**src/rtl/stopwatch_ctrl_if.sv**
```systemverilog
// Button pulses in, run state and BCD display digits out.
// The controller takes the slave side; whatever drives the buttons takes master.
interface stopwatch_ctrl_if;
    logic       start_stop;
    logic       lap;
    logic       clear;
    logic       tick;
    logic [1:0] state;
    logic [3:0] sec_tens;
    logic [3:0] sec_ones;
    logic [3:0] csec_tens;
    logic [3:0] csec_ones;

    modport master (
        output start_stop, lap, clear,
        input  tick, state,
        input  sec_tens, sec_ones, csec_tens, csec_ones
    );

    modport slave (
        input  start_stop, lap, clear,
        output tick, state,
        output sec_tens, sec_ones, csec_tens, csec_ones
    );
endinterface

```
**src/rtl/stopwatch_ctrl.sv**
```systemverilog
// Stopwatch controller: prescaled tick, run/pause/lap/clear FSM and
// BCD ss.cc time with a registered display that can freeze on a lap.
module stopwatch_ctrl #(
    parameter int CLK_HZ  = 100000000,
    parameter int TICK_HZ = 100,
    parameter int CNT_W   = 20
) (
    input logic            clk,
    input logic            rst,
    stopwatch_ctrl_if.slave sw
);

    localparam int DIV = CLK_HZ / TICK_HZ;
    localparam logic [CNT_W-1:0] LAST = CNT_W'(DIV - 1);

    typedef enum logic [1:0] {
        IDLE  = 2'b00,
        RUN   = 2'b01,
        PAUSE = 2'b10,
        LAP   = 2'b11
    } state_t;

    state_t           st_q;
    logic [CNT_W-1:0] presc;
    logic             tick_q;
    logic [15:0]      live;
    logic [15:0]      lap_t;
    logic [15:0]      disp;

    logic             running;
    logic             wrap;
    logic [15:0]      live_nxt;

    // Packed as {sec_tens, sec_ones, csec_tens, csec_ones}; 59.99 rolls to 00.00.
    function automatic logic [15:0] bcd_inc(input logic [15:0] t);
        logic [3:0] st, so, ct, co;
        {st, so, ct, co} = t;
        if (co != 4'd9) begin
            co = co + 4'd1;
        end else begin
            co = 4'd0;
            if (ct != 4'd9) begin
                ct = ct + 4'd1;
            end else begin
                ct = 4'd0;
                if (so != 4'd9) begin
                    so = so + 4'd1;
                end else begin
                    so = 4'd0;
                    st = (st == 4'd5) ? 4'd0 : st + 4'd1;
                end
            end
        end
        return {st, so, ct, co};
    endfunction

    always_comb begin
        running  = (st_q == RUN) || (st_q == LAP);
        wrap     = running && (presc == LAST);
        live_nxt = wrap ? bcd_inc(live) : live;
    end

    always_ff @(posedge clk) begin
        if (rst) begin
            st_q   <= IDLE;
            presc  <= '0;
            tick_q <= 1'b0;
            live   <= '0;
            lap_t  <= '0;
            disp   <= '0;
        end else begin
            tick_q <= wrap;
            if (running) presc <= wrap ? '0 : presc + 1'b1;
            live <= live_nxt;
            unique case (st_q)
                IDLE: begin
                    disp <= live_nxt;
                    if (sw.start_stop) st_q <= RUN;
                end
                RUN: begin
                    disp <= live_nxt;
                    if (sw.start_stop) begin
                        st_q <= PAUSE;
                    end else if (sw.lap) begin
                        // Capture the value before any same-edge increment.
                        st_q  <= LAP;
                        lap_t <= live;
                        disp  <= live;
                    end
                end
                LAP: begin
                    disp <= live_nxt;
                    if (sw.start_stop)  st_q <= PAUSE;
                    else if (sw.lap)    st_q <= RUN;
                    else                disp <= lap_t;
                end
                PAUSE: begin
                    disp <= live_nxt;
                    if (sw.start_stop) begin
                        st_q <= RUN;
                    end else if (sw.clear) begin
                        st_q  <= IDLE;
                        presc <= '0;
                        live  <= '0;
                        disp  <= '0;
                    end
                end
            endcase
        end
    end

    assign sw.tick      = tick_q;
    assign sw.state     = st_q;
    assign sw.sec_tens  = disp[15:12];
    assign sw.sec_ones  = disp[11:8];
    assign sw.csec_tens = disp[7:4];
    assign sw.csec_ones = disp[3:0];

endmodule

```
**src/flat_wrapper.sv**
```systemverilog
// flat-port wrapper written by rule: the top's interface ports become plain ports
module stopwatch_ctrl_flat 
#(
    parameter int CLK_HZ  = 100000000,
    parameter int TICK_HZ = 100,
    parameter int CNT_W   = 20
)
  (clk, rst, sw_start_stop, sw_lap, sw_clear, sw_tick, sw_state, sw_sec_tens, sw_sec_ones, sw_csec_tens, sw_csec_ones);
  stopwatch_ctrl_if sw_i ();
  input logic clk;
  input logic rst;
  input wire logic [$bits(sw_i.start_stop)-1:0] sw_start_stop;
  input wire logic [$bits(sw_i.lap)-1:0] sw_lap;
  input wire logic [$bits(sw_i.clear)-1:0] sw_clear;
  output wire logic [$bits(sw_i.tick)-1:0] sw_tick;
  output wire logic [$bits(sw_i.state)-1:0] sw_state;
  output wire logic [$bits(sw_i.sec_tens)-1:0] sw_sec_tens;
  output wire logic [$bits(sw_i.sec_ones)-1:0] sw_sec_ones;
  output wire logic [$bits(sw_i.csec_tens)-1:0] sw_csec_tens;
  output wire logic [$bits(sw_i.csec_ones)-1:0] sw_csec_ones;
  assign sw_i.start_stop = sw_start_stop;
  assign sw_i.lap = sw_lap;
  assign sw_i.clear = sw_clear;
  assign sw_tick = sw_i.tick;
  assign sw_state = sw_i.state;
  assign sw_sec_tens = sw_i.sec_tens;
  assign sw_sec_ones = sw_i.sec_ones;
  assign sw_csec_tens = sw_i.csec_tens;
  assign sw_csec_ones = sw_i.csec_ones;
  stopwatch_ctrl #(.CLK_HZ(CLK_HZ), .TICK_HZ(TICK_HZ), .CNT_W(CNT_W)) u_core (.clk(clk), .rst(rst), .sw(sw_i));
endmodule
```
**config.mk**
```make
export PLATFORM = sky130hd
export DESIGN_NAME = stopwatch_ctrl_flat
export DESIGN_NICKNAME = d
export VERILOG_FILES = /design/src/rtl/stopwatch_ctrl_if.sv /design/src/rtl/stopwatch_ctrl.sv /design/src/flat_wrapper.sv
export SDC_FILE = /design/constraint.sdc
export NUM_CORES = 1
export LEC_CHECK = 0
export CAP_MARGIN = 5
export CORE_ASPECT_RATIO = 1.2
export CORE_UTILIZATION = 37
export DETAILED_ROUTE_END_ITERATION = 16
export PLACE_DENSITY_LB_ADDON = 0.12
export SYNTH_ARGS = -nofsm -noshare
export SYNTH_HDL_FRONTEND = slang
export SYNTH_SLANG_ARGS = --single-unit
```
**constraint.sdc**
```tcl
create_clock -name clk -period 2.74 [get_ports clk]
set_input_delay 0.411 -clock clk [delete_from_list [all_inputs] [get_ports clk]]
set_output_delay 0.411 -clock clk [all_outputs]
set_load 0.02 [all_outputs]
```
# Yosys cells after proc, flatten, opt, wreduce, memory -nomap -nowiden
# Index checks and enable logic that the tools add are counted.
# classes
reduce_logical	5
add_sub_neg	5
n_bitwise	1
n_eq_ne	12
n_mux	32
# ops
operator	n
$mux 16	8
$mux 20	5
$pmux 16 s4	1
$mux 4	10
$add 20x1->20 const B	1
$eq 20x20->1 const B	1
$add 4x1->4 const B	4
$mux 2	7
$ne 4x4->1 const B	3
$ne 3x3->1 const B	3
$pmux 2 s4	1
$eq 2x2->1 const B	2
$eq 4x3->1 const B	1
$reduce_and 4->1	1
$reduce_and 3->1	1
$eq 2x1->1 const B	1
$logic_not 2->1	1
$ne 2x2->1 const B	1
$logic_and 1x1->1	1
$logic_or 1x1->1	1
$not 1->1	1
# word_totals
out_inout_bits	19
reg_bits	71
in_bits	5
elab_cells	61

# Depth between registers and ports, before layout
# Gate-level depths: netlist (run 1).
# logic_depth
depth_word	9
mapped_depth	10
depth_no_buf	7

# Worst setup path before layout (run 1)
# No wires, ideal clock.
# synth_path
path_type	reg-to-reg
start	register u_core.st_q[0], in the netlist u_core.sw.state[0]
end	register u_core.disp[11]
synth_period_minus_slack_ns	1.952
arrival_ns	1.864
setup_time_ns	0.088
required_ns	2.652
n_path_buf	2
stages_incl_launch_ff	8
setup_slack_ns	0.788
cell_sequence	dfxtp_1 buf_2 and2_1 buf_2 nand4_4 or3_4 o31a_1 a311oi_2
# synth_via
elab_chain_len	7
word_cells_on_any_way	14
cone_classes	eq/ne (3); mux (8); reduce/logical (3)
# synth_rtl
item	line	rtl
start: declaration	stopwatch_ctrl.sv:23	state_t st_q;
start signal: assignment	stopwatch_ctrl.sv:65	st_q <= IDLE;
start signal: assignment	stopwatch_ctrl.sv:78	if (sw.start_stop) st_q <= RUN;
start signal: assignment	stopwatch_ctrl.sv:83	st_q <= PAUSE;
$eq 2x1->1 or $eq 2x2->1 (tied branches)	stopwatch_ctrl.sv:58, stopwatch_ctrl.sv:75	
$logic_or 1x1->1	stopwatch_ctrl.sv:58	running = (st_q == RUN) || (st_q == LAP);
$logic_and 1x1->1	stopwatch_ctrl.sv:59	wrap = running && (presc == LAST);
$mux 16	stopwatch_ctrl.sv:60	live_nxt = wrap ? bcd_inc(live) : live;
$mux 16 (on tied branches)	stopwatch_ctrl.sv:101, stopwatch_ctrl.sv:84, stopwatch_ctrl.sv:94	
$mux 16 (on tied branches)	stopwatch_ctrl.sv:99, stopwatch_ctrl.sv:82, stopwatch_ctrl.sv:93	
$pmux 16 s4 (*)	stopwatch_ctrl.sv:75	unique case (st_q)
end signal: assignment	stopwatch_ctrl.sv:77	disp <= live_nxt;
end signal: assignment	stopwatch_ctrl.sv:81	disp <= live_nxt;
end signal: assignment	stopwatch_ctrl.sv:98	disp <= live_nxt;
end: declaration	stopwatch_ctrl.sv:28	logic [15:0] disp;
# Every way passes the cells marked *; elsewhere a longest branch is shown, timed or not.
# A chain may end at the register's enable or synchronous reset.

# Worst setup path after layout (run 1)
# layout_path
start	register u_core.live[0]
end	register u_core.disp[11]
# layout_via
elab_chain_len	6
word_cells_on_any_way	10
cone_classes	eq/ne (1); mux (9)
# layout_rtl
item	line	rtl
start: declaration	stopwatch_ctrl.sv:26	logic [15:0] live;
start signal: assignment	stopwatch_ctrl.sv:74	live <= live_nxt;
$ne 4x4->1 (*)	stopwatch_ctrl.sv:38	if (co != 4'd9) begin
$mux 4 (*)	stopwatch_ctrl.sv:38	
$mux 16 (*)	stopwatch_ctrl.sv:60	
$mux 16 (on tied branches)	stopwatch_ctrl.sv:101, stopwatch_ctrl.sv:84, stopwatch_ctrl.sv:94	
$mux 16 (on tied branches)	stopwatch_ctrl.sv:99, stopwatch_ctrl.sv:82, stopwatch_ctrl.sv:93	
$pmux 16 s4 (*)	stopwatch_ctrl.sv:75	
# Marked as above.

==> impl_metrics.csv, run 1 <==
group,metric,value,unit
synthesis,seq_area_frac_synth,40.3,%
synthesis,synth_cell_type_count,51,
place,io_buffers,23,
critical_path,cp.required,3.01,ns
synthesis,ys.flop_type,"dfxtp_1",
critical_path,path_buf_inv,0,
floorplan,initial_core_util,38.6,%
global_route,grt_pass1_vias,2884,
sta,fin_setup_tns,0,ns
synthesis,syn_nets,437,
finish,final_util,44.4,%
synthesis,synth_area_leaders,"dfxtp_1 40%, nand2_1 5.8%, nor2_1 4.9%",
sta,timing.fmax,0.457,GHz
place,dp_hpwl,6070,um
critical_path,end_kind,"register",
pwr,finalPower,1940,uW
clock_tree,path_clk_slew,0.08,ns
finish,area_growth,15.0,%
clock_tree,hold_buffers,0,
sta,worstMarginPinSlew,0.553,ns
routing,drt-initial-drc-count,154,
floorplan,row_count,38,
finish,layout-drive-gt1-share,7.66,%
sta,slew_headroom,63.1,%
floorplan,dieWidth,91.1,um
clock_tree,ctsRootBufferMaster,"clkbuf_8",
pwr,ir_worst_vdd,0.000311,V
critical_path,criticalPathCategory,"reg2reg",
floorplan,die_h,109,um
sta,rsz0062_at_grt,"false",
pwr,power.density,479,nW/um^2
routing,ant_nets,0,
critical_path,slowest_delay,0.47,ns
finish,diodes,0,
critical_path,worstPathArrival,2.46,ns
sta,setup_viol_count_final,0,
clock_tree,cts-buffers-inserted,9,
clock_tree,clk_path_buf_depth,2,
clock_tree,clock_latency,0.36,ns
sta,fin_skew,0.0106,ns
global_route,gr-total-overflow,0,
sta,setup_slack,0.551,ns
synthesis,ys_ff_latch,71,
synthesis,synth_top_area_share,40.3,%
pwr,leakage,0.00142,uW
global_route,grt_pass1_wl,14500,um
global_route,track_usage,19.0,%
synthesis,postSynthCellCount,423,
synthesis,postSynthAreaPerCell,8.33,sq um
synthesis,ys_warn_count,0,
routing,drc,0,
global_route,antenna_found_initial,0,
synthesis,async_reset_ff_share,0,%
worst_hold_path,worst_hold_path_type,"reg2reg",
clock_tree,h-tree-depth,3,
sta,hold_violations,0,
clock_tree,cts_tree,"built",
synthesis,synth_top_area_cell,"dfxtp_1",
clock_tree,cts_resized,0,
sta,slew_viol_final,0,
global_route,grt_start_max_net_pins,33,
place,preCtsSetupSlack,0.386,ns
sta,whs,0.457,ns
floorplan,ios,24,
routing,vias,2986,
critical_path,slowest_stage,"dfxtp_1",
critical_path,cp_top_family,"simple AND/OR/NAND/NOR gates",
routing,routed_wl,8800,um
finish,fin_nets,453,
critical_path,cp_cell_sequence,"ha_1 -> and3b_1 -> nand2_1 -> or3_4 -> o31a_1 -> a311oi_2",
clock_tree,cts.sink_count,71,
routing,viasPerCell,5.29,
synthesis,syn_area,3520,sq um
run_status,outcome,"completed",
routing,dr.pass1.iters,4,
sta,finalCriticalPeriod,2.19,ns
synthesis,synth_edf_count,0,
floorplan,core-area,9130,sq um
critical_path,worst_setup_path_start_kind,"register",
place,globalplace.congestion,0.863,
clock_tree,cts_setup_buffers,0,
sta,final.period_utilization,79.9,%
finish,n_fill_cell,931,
routing,wl_per_cell,15.6,um
flow_run,maxCapViolCount,0,
floorplan,die_area,9920,sq um
critical_path,cp_max_fo,8,
layout make-up:
| type | count | area [sq um] | share of cell area (%) |
|---|---|---|---|
| Clock buffer | 13 | 159 | 3.92 |
| Clock inverter | 3 | 17.5 | 0.432 |
| Tap cell | 120 | 150 | 3.71 |
| Inverter | 6 | 22.5 | 0.556 |
| Timing Repair Buffer | 34 | 325 | 8.03 |
| Sequential cell | 71 | 1420 | 35.1 |
| Multi-Input combinational cell | 317 | 1960 | 48.3 |
cells in the mapped netlist (8+ instances only):
cell and n:
dfxtp_1 71, nand2_1 54, nor2_1 46, a21oi_1 27
clkbuf_1 21, o21ai_0 16, and3_1 12, nand3_1 12
nor3_1 11, xor2_1 11, ha_1 9, o22ai_1 9
a31oi_1 8, xnor2_1 8
tightest hold or removal path: cells and delay by family (launching register included):
kind | cells | cell delay (ns)
flip-flops | 1 | 0.31
AND/OR/NAND/NOR | 1 | 0.05
AO/OA/AOI/OAI | 1 | 0.05
cell usage in the layout, fill, tap and decap left out, types with 11 or more instances in the layout:
| cell type | Yosys | final |
|---|---|---|
| a21oi_1 | 27 | 27 |
| and3_1 | 12 | 12 |
| clkbuf_8 | 0 | 11 |
| clkdlybuf4s50_1 | 0 | 23 |
| dfxtp_1 | 71 | 71 |
| nand2_1 | 54 | 54 |
| nand3_1 | 12 | 12 |
| nor2_1 | 46 | 46 |
| nor3_1 | 11 | 11 |
| o21ai_0 | 16 | 16 |
| xor2_1 | 11 | 11 |
registers in the layout (all words and copies together), names as in the netlist:
signal           flops
u_core.sw.tick       1
u_core.live         16
u_core.disp         16
u_core.lap_t        16
u_core.sw.state      2
u_core.presc        20
cell families after synthesis:
logic type                 after synthesis  share of synthesized area, %
xor gates and xnor gates                19                          4.72
buffers and inverters                   35                          4.15
DFF                                     71                          40.3
and+or+nand+nor                        193                          29.5
muxes                                    5                          1.42
AOI/OAI and AO/OA                       91                          16.7
adders and majority gates                9                          3.20
metrics by stage:
stage                     std cells  instance area, sq um
after global routing            564                  4050
final                           564                  4050
after floorplan                 423                  3520
after CTS                       564                  4050
after global placement          548                  3870
after detailed placement        548                  3870
per-layer routing:
metal | up-vias | global-route usage (%) | wire [um]
met5 | - | 0 | 0
met4 | 0 | 10.9 | 144
met3 | 12 | 2.93 | 206
met2 | 32 | 33.2 | 4450
met1 | 1411 | 22.4 | 4010
li1 | 1531 | - | -
final timing paths:
path,startpoint,to,slack [ns],cells past startpoint
worst max register to register,u_core.live[0]$_SDFF_PP0_,u_core.disp[11]$_SDFF_PP0_,0.55,6
worst min-delay path,u_core.lap_t[0]$_SDFFE_PP0P_,u_core.lap_t[0]$_SDFFE_PP0P_,0.46,2
worst max-delay path,u_core.live[0]$_SDFF_PP0_,u_core.disp[11]$_SDFF_PP0_,0.55,6
worst min register to register,u_core.lap_t[0]$_SDFFE_PP0P_,u_core.lap_t[0]$_SDFFE_PP0P_,0.46,2
where the power goes:
part           switching (uW)  total, uW  leakage (uW)  internal [uW]
registers                7.85       1040      0.000572           1040
clock network             402        778     0.0000894            376
logic                    75.3        118      0.000759           42.7
Power figures use the tool's default switching activity.
==> run 2, diff against run 1 <==
- clock period: 2.74 -> 2 ns (I/O delays scaled with it)
==> impl_metrics.csv, run 2 (synthesized netlist as in run 1, its figures left out) <==
group,metric,value,unit
finish,largest_register_ffs,20,
routing,dr.pass1.iters,7,
finish,diodes,0,
sta,fin_skew,0.0106,ns
pwr,power.density,652,nW/um^2
routing,drt-initial-drc-count,138,
clock_tree,ctsRootBufferMaster,"clkbuf_8",
routing,wl_per_cell,14.8,um
pwr,ir_worst_vdd,0.000511,V
finish,final_util,48.8,%
clock_tree,cts_tree,"built",
place,io_buffers,23,
clock_tree,cts-buffers-inserted,9,
clock_tree,h-tree-depth,3,
critical_path,worstPathArrival,1.63,ns
worst_hold_path,worst_hold_path_type,"reg2reg",
finish,final_cell_mix,"68 x dfxtp_1, 54 x nand2_1, 46 x nor2_1",
finish,layout-drive-gt1-share,16.5,%
sta,rsz0062_at_grt,"false",
finish,final_area,4450,sq um
floorplan,die_area,9920,sq um
flow_run,maxCapViolCount,0,
sta,setup_viol_count_final,0,
sta,hold_violations,0,
routing,vias,3130,
clock_tree,clk_path_buf_depth,2,
critical_path,end_kind,"output port",
finish,top_register,"u_core.presc",
clock_tree,clock_latency,0.35,ns
sta,final.period_utilization,96.3,%
sta,finalCriticalPeriod,1.93,ns
floorplan,core-area,9130,sq um
global_route,grt_pass1_vias,3044,
clock_tree,path_clk_slew,0.08,ns
critical_path,cp_max_fo,8,
global_route,track_usage,19.1,%
sta,worstMarginPinSlew,0.502,ns
place,dpl_cell_area,4190,sq um
place,globalplace.congestion,0.820,
floorplan,initial_core_util,38.6,%
pwr,finalPower,2900,uW
global_route,gr-total-overflow,0,
finish,fin_nets,487,
finish,final_common_cell,"dfxtp_1",
critical_path,criticalPathCategory,"reg2out",
routing,ant_nets,0,
place,dp_hpwl,6180,um
sta,timing.fmax,0.519,GHz
routing,routed_wl,8840,um
routing,viasPerCell,5.23,
global_route,grt_pass1_wl,14700,um
global_route,grt_start_max_net_pins,42,
sta,whs,0.456,ns
critical_path,worst_setup_path_start_kind,"register",
floorplan,row_count,38,
routing,drc,0,
critical_path,cp.required,1.70,ns
finish,area_growth,26.4,%
floorplan,ios,24,
pwr,leakage,0.00165,uW
global_route,antenna_found_initial,0,
sta,slew_viol_final,0,
floorplan,die_h,109,um
run_status,outcome,"completed",
sta,slew_headroom,66.5,%
floorplan,dieWidth,91.1,um
clock_tree,cts.sink_count,71,
==> run 2: changes by cell type in the layout (fill, tap and decap cells not counted), sizes merged <==
cell,previous run,this run
bufinv,0,2
clkbuf,13,11
buf,11,45
==> run 2: metal layers <==
| layer | GRT usage, % | share of wire (%) | wire length (um) | up-vias |
|---|---|---|---|---|
| met2 | 33.5 | 49 | 4300 | 35 |
| li1 | - | - | - | 1603 |
| met4 | 7.82 | 2.4 | 212 | 0 |
| met3 | 4.46 | 2.5 | 225 | 16 |
| met5 | 0 | 0 | 0 | - |
| met1 | 22.4 | 46 | 4100 | 1476 |
==> run 2: worst paths after layout <==
kind / from / endpoint / slack (ns) / cells past startpoint
hold / removal: u_core.lap_t[1]$_SDFFE_PP0P_ / u_core.lap_t[1]$_SDFFE_PP0P_ / 0.46 / 2
hold reg to reg: u_core.lap_t[1]$_SDFFE_PP0P_ / u_core.lap_t[1]$_SDFFE_PP0P_ / 0.46 / 2
setup / recovery: u_core.sw.state[1]$_SDFFE_PP0P_ / sw_state[1] / 0.07 / 2
setup reg to reg: u_core.presc[7]$_SDFF_PP0_ / u_core.disp[0]$_SDFF_PP0_ / 0.08 / 5
==> run 2: power breakdown <==
part           switching (uW)  internal (uW)  leakage, uW
Sequential               5.61           1420     0.000574
Combinational             112           78.2     0.000964
Clock                     550            737     0.000110
==> run 2: final cells by class <==
cell class / count / area, sq um
sequential: 71 / 1430
multi-input combinational: 317 / 1990
timing repair buffer: 68 / 643
tap: 120 / 150
clock inverter: 5 / 81.3
clock buffer: 11 / 141
fill: 929 / 4670
inverter: 6 / 22.5
==> run 2: what timing repair did <==
action,4_1_cts,5_1_grt
resized for setup,2,9
pin swaps,0,7
hold buffers,0,0
endpoints found under the setup margin,1,8
gates cloned,0,0
setup buffers,0,1
==> run 2: through the flow <==
stage,instances,worst slack [ns],setup TNS [ns]
2_1_floorplan,423,0.0478,0
6_report,598,0.0747,0
3_5_place_dp,581,-0.133,-0.718
5_1_grt,598,0.000880,0
4_1_cts,597,0.0169,0
3_3_place_gp,581,-0.0869,-0.356
==> run 2: critical path: stages, from the launching register on <==
cell	delay, ns
dfxtp_1	0.45
buf_4	0.22
clkdlybuf4s50_1	0.61
